`src/rtl/exp_stream_pkg.sv`:
```
// Shared definitions for the exponent bit streamer: FSM states, the word-store
// read latency and the bit-counter width helper.
package exp_stream_pkg;

    typedef enum logic [1:0] {
        IDLE,
        FETCH,
        STREAM,
        FINISH
    } state_t;

    // Cycles from presenting a read address to the word store until its data is usable.
    localparam int RD_LAT = 2;

    // Width of the down-counter that indexes bits within one word.
    function automatic int bit_cnt_width(input int w);
        return (w > 1) ? $clog2(w) : 1;
    endfunction

endpackage

```
`src/rtl/exp_word_ram.sv`:
```
// Writable exponent word store: WIDTH x 2**ADDR_WIDTH array with a registered
// read address and a registered read output (two-cycle read latency), synchronous
// write. Plain array so it infers block RAM; contents are never reset.
module exp_word_ram #(
    parameter int WIDTH      = 32,
    parameter int ADDR_WIDTH = 7
) (
    input  logic                  clk,
    input  logic                  wr_en,
    input  logic [ADDR_WIDTH-1:0] wr_addr,
    input  logic [WIDTH-1:0]      wr_data,
    input  logic                  rd_en,
    input  logic [ADDR_WIDTH-1:0] rd_addr,
    output logic [WIDTH-1:0]      rd_data
);

    localparam int DEPTH = 2 ** ADDR_WIDTH;

    logic [WIDTH-1:0]      mem [DEPTH];
    logic [ADDR_WIDTH-1:0] addr_q;

    // Synchronous write port.
    always_ff @(posedge clk) begin
        if (wr_en) begin
            mem[wr_addr] <= wr_data;
        end
    end

    // Read address register; holds its value between read requests.
    always_ff @(posedge clk) begin
        if (rd_en) begin
            addr_q <= rd_addr;
        end
    end

    // Registered read data, refreshed every cycle from the held address.
    always_ff @(posedge clk) begin
        rd_data <= mem[addr_q];
    end

endmodule

```
`src/rtl/exp_bit_streamer.sv`:
```
// Exponent bit streamer: streams num_words words from a runtime-loadable store,
// most-significant word and bit first, one bit per valid/ready transfer, with a
// prefetch register so word boundaries cost no bubble.
// Optional build macro EXP_SKIP_LZ_EN: leading zero bits of the whole exponent are
// consumed internally so the first streamed bit is the most-significant 1.
module exp_bit_streamer
    import exp_stream_pkg::*;
#(
    parameter int WIDTH      = 32,
    parameter int ADDR_WIDTH = 7,
    parameter int CNT_WIDTH  = ADDR_WIDTH + 1
) (
    input  logic                  clk,
    input  logic                  reset,
    input  logic                  wr_en,
    input  logic [ADDR_WIDTH-1:0] wr_addr,
    input  logic [WIDTH-1:0]      wr_data,
    input  logic                  start,
    input  logic [CNT_WIDTH-1:0]  num_words,
    output logic                  busy,
    output logic                  bit_valid,
    output logic                  bit_out,
    output logic                  bit_last,
    input  logic                  bit_ready,
    output logic                  done
);

    localparam int BW = bit_cnt_width(WIDTH);
    localparam logic [CNT_WIDTH-1:0] DEPTH_W   = CNT_WIDTH'(2 ** ADDR_WIDTH);
    localparam logic [BW-1:0]        BIT_TOP   = BW'(WIDTH - 1);
    localparam logic [1:0]           FETCH_END = 2'(RD_LAT - 1);

    state_t state, next_state;

    logic [WIDTH-1:0]      shift_q;
    logic [WIDTH-1:0]      pf_word_q;
    logic [CNT_WIDTH-1:0]  words_left_q;
    logic [BW-1:0]         bit_cnt_q;
    logic [1:0]            pf_pipe_q;
    logic [1:0]            fetch_cnt_q;

    logic [CNT_WIDTH-1:0]  n_clamped;
    logic                  is_final;
    logic                  consume;
    logic                  transfer;
    logic                  advance;
    logic                  issue_pf;
    logic                  ram_rd_en;
    logic [ADDR_WIDTH-1:0] ram_rd_addr;
    logic [WIDTH-1:0]      ram_rd_data;

    assign n_clamped = (num_words > DEPTH_W) ? DEPTH_W : num_words;
    assign is_final  = (words_left_q == CNT_WIDTH'(1)) && (bit_cnt_q == '0);

`ifdef EXP_SKIP_LZ_EN
    logic skipping_q;
    assign consume = (state == STREAM) && skipping_q && !shift_q[WIDTH-1] && !is_final;
`else
    assign consume = 1'b0;
`endif

    assign bit_valid = (state == STREAM) && !consume;
    assign bit_out   = bit_valid & shift_q[WIDTH-1];
    assign bit_last  = (state == STREAM) && is_final;
    assign done      = (state == FINISH);
    assign busy      = (state == FETCH) || (state == STREAM);

    assign transfer  = bit_valid && bit_ready;
    assign advance   = transfer || consume;
    assign issue_pf  = advance && (bit_cnt_q == BIT_TOP) && (words_left_q > CNT_WIDTH'(1));

    exp_word_ram #(
        .WIDTH      (WIDTH),
        .ADDR_WIDTH (ADDR_WIDTH)
    ) u_ram (
        .clk     (clk),
        .wr_en   (wr_en && (state == IDLE)),
        .wr_addr (wr_addr),
        .wr_data (wr_data),
        .rd_en   (ram_rd_en),
        .rd_addr (ram_rd_addr),
        .rd_data (ram_rd_data)
    );

    // State register; reset aborts any stream in flight without a done pulse.
    always_ff @(posedge clk or posedge reset) begin
        if (reset) begin
            state <= IDLE;
        end else begin
            state <= next_state;
        end
    end

    // Next-state decode plus word-store read requests (first word on start, next word on prefetch).
    always_comb begin
        next_state  = state;
        ram_rd_en   = 1'b0;
        ram_rd_addr = '0;
        case (state)
            IDLE: begin
                if (start) begin
                    if (n_clamped != '0) begin
                        next_state  = FETCH;
                        ram_rd_en   = 1'b1;
                        ram_rd_addr = ADDR_WIDTH'(n_clamped - CNT_WIDTH'(1));
                    end else begin
                        next_state = FINISH;
                    end
                end
            end
            FETCH: begin
                if (fetch_cnt_q == FETCH_END) begin
                    next_state = STREAM;
                end
            end
            STREAM: begin
                if (transfer && is_final) begin
                    next_state = FINISH;
                end
                if (issue_pf) begin
                    ram_rd_en   = 1'b1;
                    ram_rd_addr = ADDR_WIDTH'(words_left_q - CNT_WIDTH'(2));
                end
            end
            FINISH: begin
                next_state = IDLE;
            end
            default: begin
                next_state = IDLE;
            end
        endcase
    end

    // Datapath: length capture, fetch wait, shift register, counters and prefetch register.
    always_ff @(posedge clk or posedge reset) begin
        if (reset) begin
            shift_q      <= '0;
            pf_word_q    <= '0;
            words_left_q <= '0;
            bit_cnt_q    <= '0;
            pf_pipe_q    <= '0;
            fetch_cnt_q  <= '0;
`ifdef EXP_SKIP_LZ_EN
            skipping_q   <= 1'b0;
`endif
        end else begin
            pf_pipe_q <= {pf_pipe_q[0], issue_pf};
            if (pf_pipe_q[1]) begin
                pf_word_q <= ram_rd_data;
            end
            case (state)
                IDLE: begin
                    if (start) begin
                        words_left_q <= n_clamped;
                        bit_cnt_q    <= BIT_TOP;
                        fetch_cnt_q  <= '0;
                    end
                end
                FETCH: begin
                    fetch_cnt_q <= fetch_cnt_q + 2'd1;
                    if (fetch_cnt_q == FETCH_END) begin
                        shift_q <= ram_rd_data;
`ifdef EXP_SKIP_LZ_EN
                        skipping_q <= 1'b1;
`endif
                    end
                end
                STREAM: begin
                    if (advance) begin
                        if (bit_cnt_q == '0) begin
                            bit_cnt_q    <= BIT_TOP;
                            words_left_q <= words_left_q - CNT_WIDTH'(1);
                            shift_q      <= pf_word_q;
                        end else begin
                            bit_cnt_q <= bit_cnt_q - BW'(1);
                            shift_q   <= shift_q << 1;
                        end
                    end
`ifdef EXP_SKIP_LZ_EN
                    if (transfer) begin
                        skipping_q <= 1'b0;
                    end
`endif
                end
                default: begin
                end
            endcase
        end
    end

endmodule

```
`config.mk`:
```
export PLATFORM = sky130hd
export DESIGN_NAME = exp_bit_streamer
export DESIGN_NICKNAME = d
export VERILOG_FILES = /design/src/rtl/exp_stream_pkg.sv /design/src/rtl/exp_word_ram.sv /design/src/rtl/exp_bit_streamer.sv
export SDC_FILE = /design/constraint.sdc
export NUM_CORES = 2
export LEC_CHECK = 0
export ABC_AREA = 0
export BUFFER_PORTS_ARGS = -buffer_cell sky130_fd_sc_hd__buf_2
export CAP_MARGIN = 25
export CORE_AREA = 8 8 607 609
export DETAILED_ROUTE_END_ITERATION = 16
export DIE_AREA = 0 0 615 617
export PLACE_DENSITY = 0.58
export RECOVER_POWER = 25
export SETUP_SLACK_MARGIN = 0.2
export SLEW_MARGIN = 0
export SYNTH_ARGS = -nofsm -noshare
export SYNTH_HDL_FRONTEND = slang
export SYNTH_SLANG_ARGS = --single-unit
```
`constraint.sdc`:
```
create_clock -name clk -period 4.3 [get_ports clk]
set_input_delay 1.29 -clock clk [delete_from_list [all_inputs] [get_ports clk]]
set_output_delay 1.29 -clock clk [all_outputs]
set_load 0.01 [all_outputs]
```
---- Yosys cells after proc, flatten, opt, wreduce, memory -nomap -nowiden ----
Memories as Yosys holds them, arrays and structs flattened. A register that Yosys moved wholly into a read port is not among the register bits.
Cells that the tools add are included.
W data, S select, Z words.
word-level totals
  register bits after elaboration ......... 90
  RAM bits ................................ 4096
  bits of input ports ..................... 52
  output and inout bits ................... 5
  logic and storage cells ................. 77
  memories ................................ 1
cells by class
  $add $sub $neg .......................... 5
  magnitude comparators ................... 2
  equality and inequality tests ........... 11
  mux-type cells .......................... 30
  bitwise gates (word level) .............. 1
  reductions and logical operators ........ 19
memories
  memory     depth  width  read ports  clocked after memory_dff  write ports  line                source
  u_ram.mem  128    32     1           1                         1            exp_word_ram.sv:19  logic [WIDTH-1:0] mem [DEPTH];
operator list
  cell                   count
  $mux W32               3
  $pmux W32 S2           1
  $mux W8                4
  $mux W7                3
  $pmux W8 S2            1
  $mux W5                3
  $pmux W7 S2            1
  $mux W2                5
  $pmux W5 S2            1
  $reduce_and A3 Y1      3
  $eq A8 B1 Y1 const B   1
  $gt A8 B1 Y1 const B   1
  $gt A8 B8 Y1 const B   1
  $ne A2 B1 Y1 const B   4
  $pmux W2 S4            1
  $reduce_bool A8 Y1     1
  $sub A8 B1 Y8 const B  1
  $logic_and A1 B1 Y1    7
  $sub A7 B1 Y7 const B  1
  $sub A7 B2 Y7 const B  1
  $reduce_bool A2 Y1     3
  $eq A5 B5 Y1 const B   1
  $logic_not A5 Y1       1
  $mux W1                5
  other kinds (12)       14

---- Logic depth before layout (Yosys ltp) ----
  word-level depth ........................ 6
  depth in mapped cells ................... 9
  mapped depth without buffers ............ 7

---- Modules after synthesis ----
A second synthesis with hierarchy kept.
second synthesis, totals
  cells, all modules ...................... 6467
  area, all modules ....................... 160983.1 um^2
modules (own cells, without submodules)
  module            times used  cells each  area an instance (um^2)  seq. area each (um^2)
  exp_word_ram      1           5997        156486.3                 123848.8
  exp_bit_streamer  1           470         4496.8                   2077.0

---- Worst setup path before layout ----
No wires, ideal clock.
  kind .................................... input to register
  start point ............................. input wr_addr[2]
  end point ............................... memory u_ram.mem[106][0], enable pin
  setup time .............................. 421 ps
  data arrival time ....................... 3542 ps
  data required time ...................... 3879 ps
  setup slack ............................. 337 ps
  stages .................................. 5
  path buffers ............................ 1
  path through ............................ or3b_2 > inv_1 > nand2_1 > clkbuf_1 > nor2_1
RTL lines
  what         line                    source
  from (decl)  exp_bit_streamer.sv:16  input logic [ADDR_WIDTH-1:0] wr_addr,
  to (decl)    exp_word_ram.sv:19
Straight into the memory's write port.

---- Worst setup path in the final report ----
  start point ............................. input wr_data[18]
  end point ............................... memory u_ram.mem[43][18], data pin
RTL lines
  what         line                    source
  from (decl)  exp_bit_streamer.sv:17  input logic [WIDTH-1:0] wr_data,
Straight into the memory's write port.

==> out/results.tsv <==
stage	metric	value	unit
global_route	grt_max_degree	129	
sta	finClkSkew	0.0414	ns
sta	finalHoldWorstSlack	0.351	ns
route	drtPass1Iterations	6	
power_and_ir_drop	p_seq_share	53.6	%
cells_and_area	fill_cells	27134	
cts	cts_sinks	4218	
die	start_util	44.9	%
sta	setup_violations	0	
cts	clock-root-buffer	clkbuf_16	
cts	tritoncts	built	
cells_and_area	multi_input_area	34300	sq um
yosys	yosysUniqueCellTypes	50	
worst_setup_path	critPathArrivalTime	4.18	ns
sta	setup_tns	0	ns
job	max_cap_viol_count	38	
global_route	grt_first_pass_wirelength	593	mm
worst_setup_path	crit_path_end_kind	flop	
route	vias_per_cell	6.13	
yosys	seq_area_frac_synth	78.3	%
global_route	antenna_found_initial	61	
worst_setup_path	critPathRequiredTime	4.46	ns
worst_setup_path	cp_max_fo	65	
run_status	violations	max-capacitance violations, max-slew violations	
route	wl_per_cell	35.2	um
placement	hpwlAfterDp	238	mm
yosys	synth_nets	6485	
die	rows	220	
yosys	ys_seq_elements	4218	
sta	slew-limit-headroom	-168	%
power_and_ir_drop	p_int	67.5	mW
sta	hold_viol	0	
sta	grt_setup_unrepaired	no	
worst_setup_path	path_cells	clkbuf_1	
cts	cts_hold_buf	0	
cts	insertion_delay	0.98	ns
yosys	synth_top_area_cell	edfxtp_1	
global_route	grt_pass1_vias	75135	
die	core_area	358000	sq um
power_and_ir_drop	pwr-share-comb	4.0	%
power_and_ir_drop	p_sw	18.0	mW
yosys	synth_top_area_share	76.7	%
power_and_ir_drop	p_leak	56.8	nW
worst_setup_path	setup.worst_path.start_class	input pin	
cts	cts_max_level	5	
route	drc_errors	0	
run_status	status	complete, but fails checks	
sta	slew_violations	2566	
worst_setup_path	crit_path_top_delay_cell	clkbuf_1	
cts	clkTransAtPathRegs	0.06	ns
global_route	overflow	0	
yosys	syn_area	161000	sq um
yosys	synth_cells	6421	
yosys	ys_dominant_reg_cell	edfxtp_1	
worst_setup_path	crit_buf_inv	1	
die	io_pins	57	
route	antenna_left	0	
route	num_vias	73955	
sta	fmax	249	MHz
cells_and_area	fin_nets	6984	
placement	io_buffer_count	56	
die	fp.dieArea	379000	sq um
worst_setup_path	worstSetupPathType	in -> reg	
yosys	synthTopCellsByArea	edfxtp_1, mux4_2, dfrtp_1	
yosys	syn_area_per_cell	25.0	sq um
route	totalWireLength	426	mm
power_and_ir_drop	p_sw_share	21.0	%
cells_and_area	ff_latch_area	126000	sq um
yosys	async_flop_share	1.97	%
placement	gp_congestion	0.796	
sta	min_period	4.02	ns
route	drtIter0Drc	9376	
cts	cts_buffers	429	
power_and_ir_drop	clockPowerShare	42.4	%
sta	period_share	93.5	%
power_and_ir_drop	p_total	85.5	mW
worst_setup_path	max_stage_delay	2.71	ns
worst_setup_path	crit_family	buffers and inverters	
power_and_ir_drop	ir_worst_vdd	0.361	mV
cts	clockBufferDepth	4	
cells_and_area	syn2layout_area_growth	15.3	%
sta	worst_slew_pin_slew	4.02	ns
power_and_ir_drop	p_per_area	461	nW/um^2
global_route	grt.total_usage	22.1	%
cells_and_area	layout_common_cells	edfxtp_1, mux4_2, clkbuf_16	
yosys	ys.warnings.count	0	
min_path	hold_path.class	reg -> reg	
yosys	synth_edf_count	4103	
die	die_h	617	um
cells_and_area	drive_above_1_share	34.7	%
die	die_w	615	um
cells_and_area	layout_commonest_cell	edfxtp_1	
flip-flops by register name (all words and copies together), names as in the netlist:
name           count
fetch_cnt_q        2
state              2
pf_word_q         32
u_ram.rd_data     32
u_ram.mem       4096
words_left_q       8
u_ram.addr_q       7
bit_cnt_q          5
pf_pipe_q          2
shift_q           32
synth_stat cells, types with 3 or more instances:
cell type	n
ha_1	12
inv_1	18
buf_2	70
nand4_1	4
a32oi_1	3
mux2i_1	3
nand4b_1	3
mux4_2	1344
nor2b_1	9
a21oi_1	44
a22oi_1	34
nor3_1	10
xnor2_1	7
a31oi_1	4
o21ai_0	10
clkbuf_1	203
mux2_2	64
o22ai_1	9
and2_1	4
edfxtp_1	4103
nand3_1	12
nand3b_1	6
buf_1	66
dfrtp_1	83
nor2_1	184
nand2_1	23
dfxtp_1	32
a21boi_0	31
kinds of logic after synthesis:
kind of cell	synth area share, %
AO/OA/AOI/OAI	0.605
XOR/XNOR	0.0436
adder cells (fa/ha/maj)	0.0934
buffers and inverters	0.907
flip-flops	78.3
multiplexers	19.3
AND/OR/NAND/NOR	0.708
per-layer routing:
metal / GRT usage (%) / vias up / part of all wire (%)
li1: - / 29021 / -
met1: 31.8 / 41259 / 41
met2: 34.9 / 3200 / 47
met3: 5.01 / 459 / 9.0
met4: 4.76 / 16 / 2.2
met5: 0 / - / 0.025
path summary, 6_finish.rpt:
check                                start                end  slack (ns)  cells after the start
setup reg to reg           u_ram.addr_q[0]  u_ram.rd_data[13]        0.65                      7
setup / recovery               wr_data[18]  u_ram.mem[43][18]        0.28                      1
max in group asynchronous            reset      pf_word_q[21]        1.72                      3
hold reg to reg               pf_pipe_q[0]       pf_pipe_q[1]        0.35                      0
min in group asynchronous            reset           state[0]        1.15                      3
hold / removal                pf_pipe_q[0]       pf_pipe_q[1]        0.35                      0
power by group through the flow:
stage          Sequential (mW)  Clock [mW]  Combinational [mW]
6_report                  45.8        36.3                3.43
5_1_grt                   45.8        38.5                3.65
4_1_cts                   45.7        36.9                3.49
3_5_place_dp              46.6           0                3.48
3_3_place_gp              46.6           0                3.40
2_1_floorplan             46.4           0                1.80
what timing repair did:
item                                    in CTS  in global routing
gates resized for setup                      1                  0
endpoints found under the setup margin       1                  0
buffers inserted                             0                  0
cell type report:
type                    instances  share of cell area, %
well taps                    4773                   3.22
multi-input cells            1843                   18.5
flip-flops and latches       4218                   67.9
clock buffers                 548                   6.15
diodes                         18                 0.0243
inverters                      18                 0.0371
repair buffers                410                   2.89
clock inverters               246                   1.21
through the flow:
step                utilization [%]  setup WS, ns  area (sq um)  instances
floorplan                         -         0.337        161000       6421
global placement               48.0         0.440        172000      11260
detailed placement             48.0         0.422        172000      11261
CTS                            51.8         0.286        186000      12055
global route                   51.7         0.180        185000      12063
finish                         51.8         0.280        185000      12074
Power figures use the tool's default switching activity.
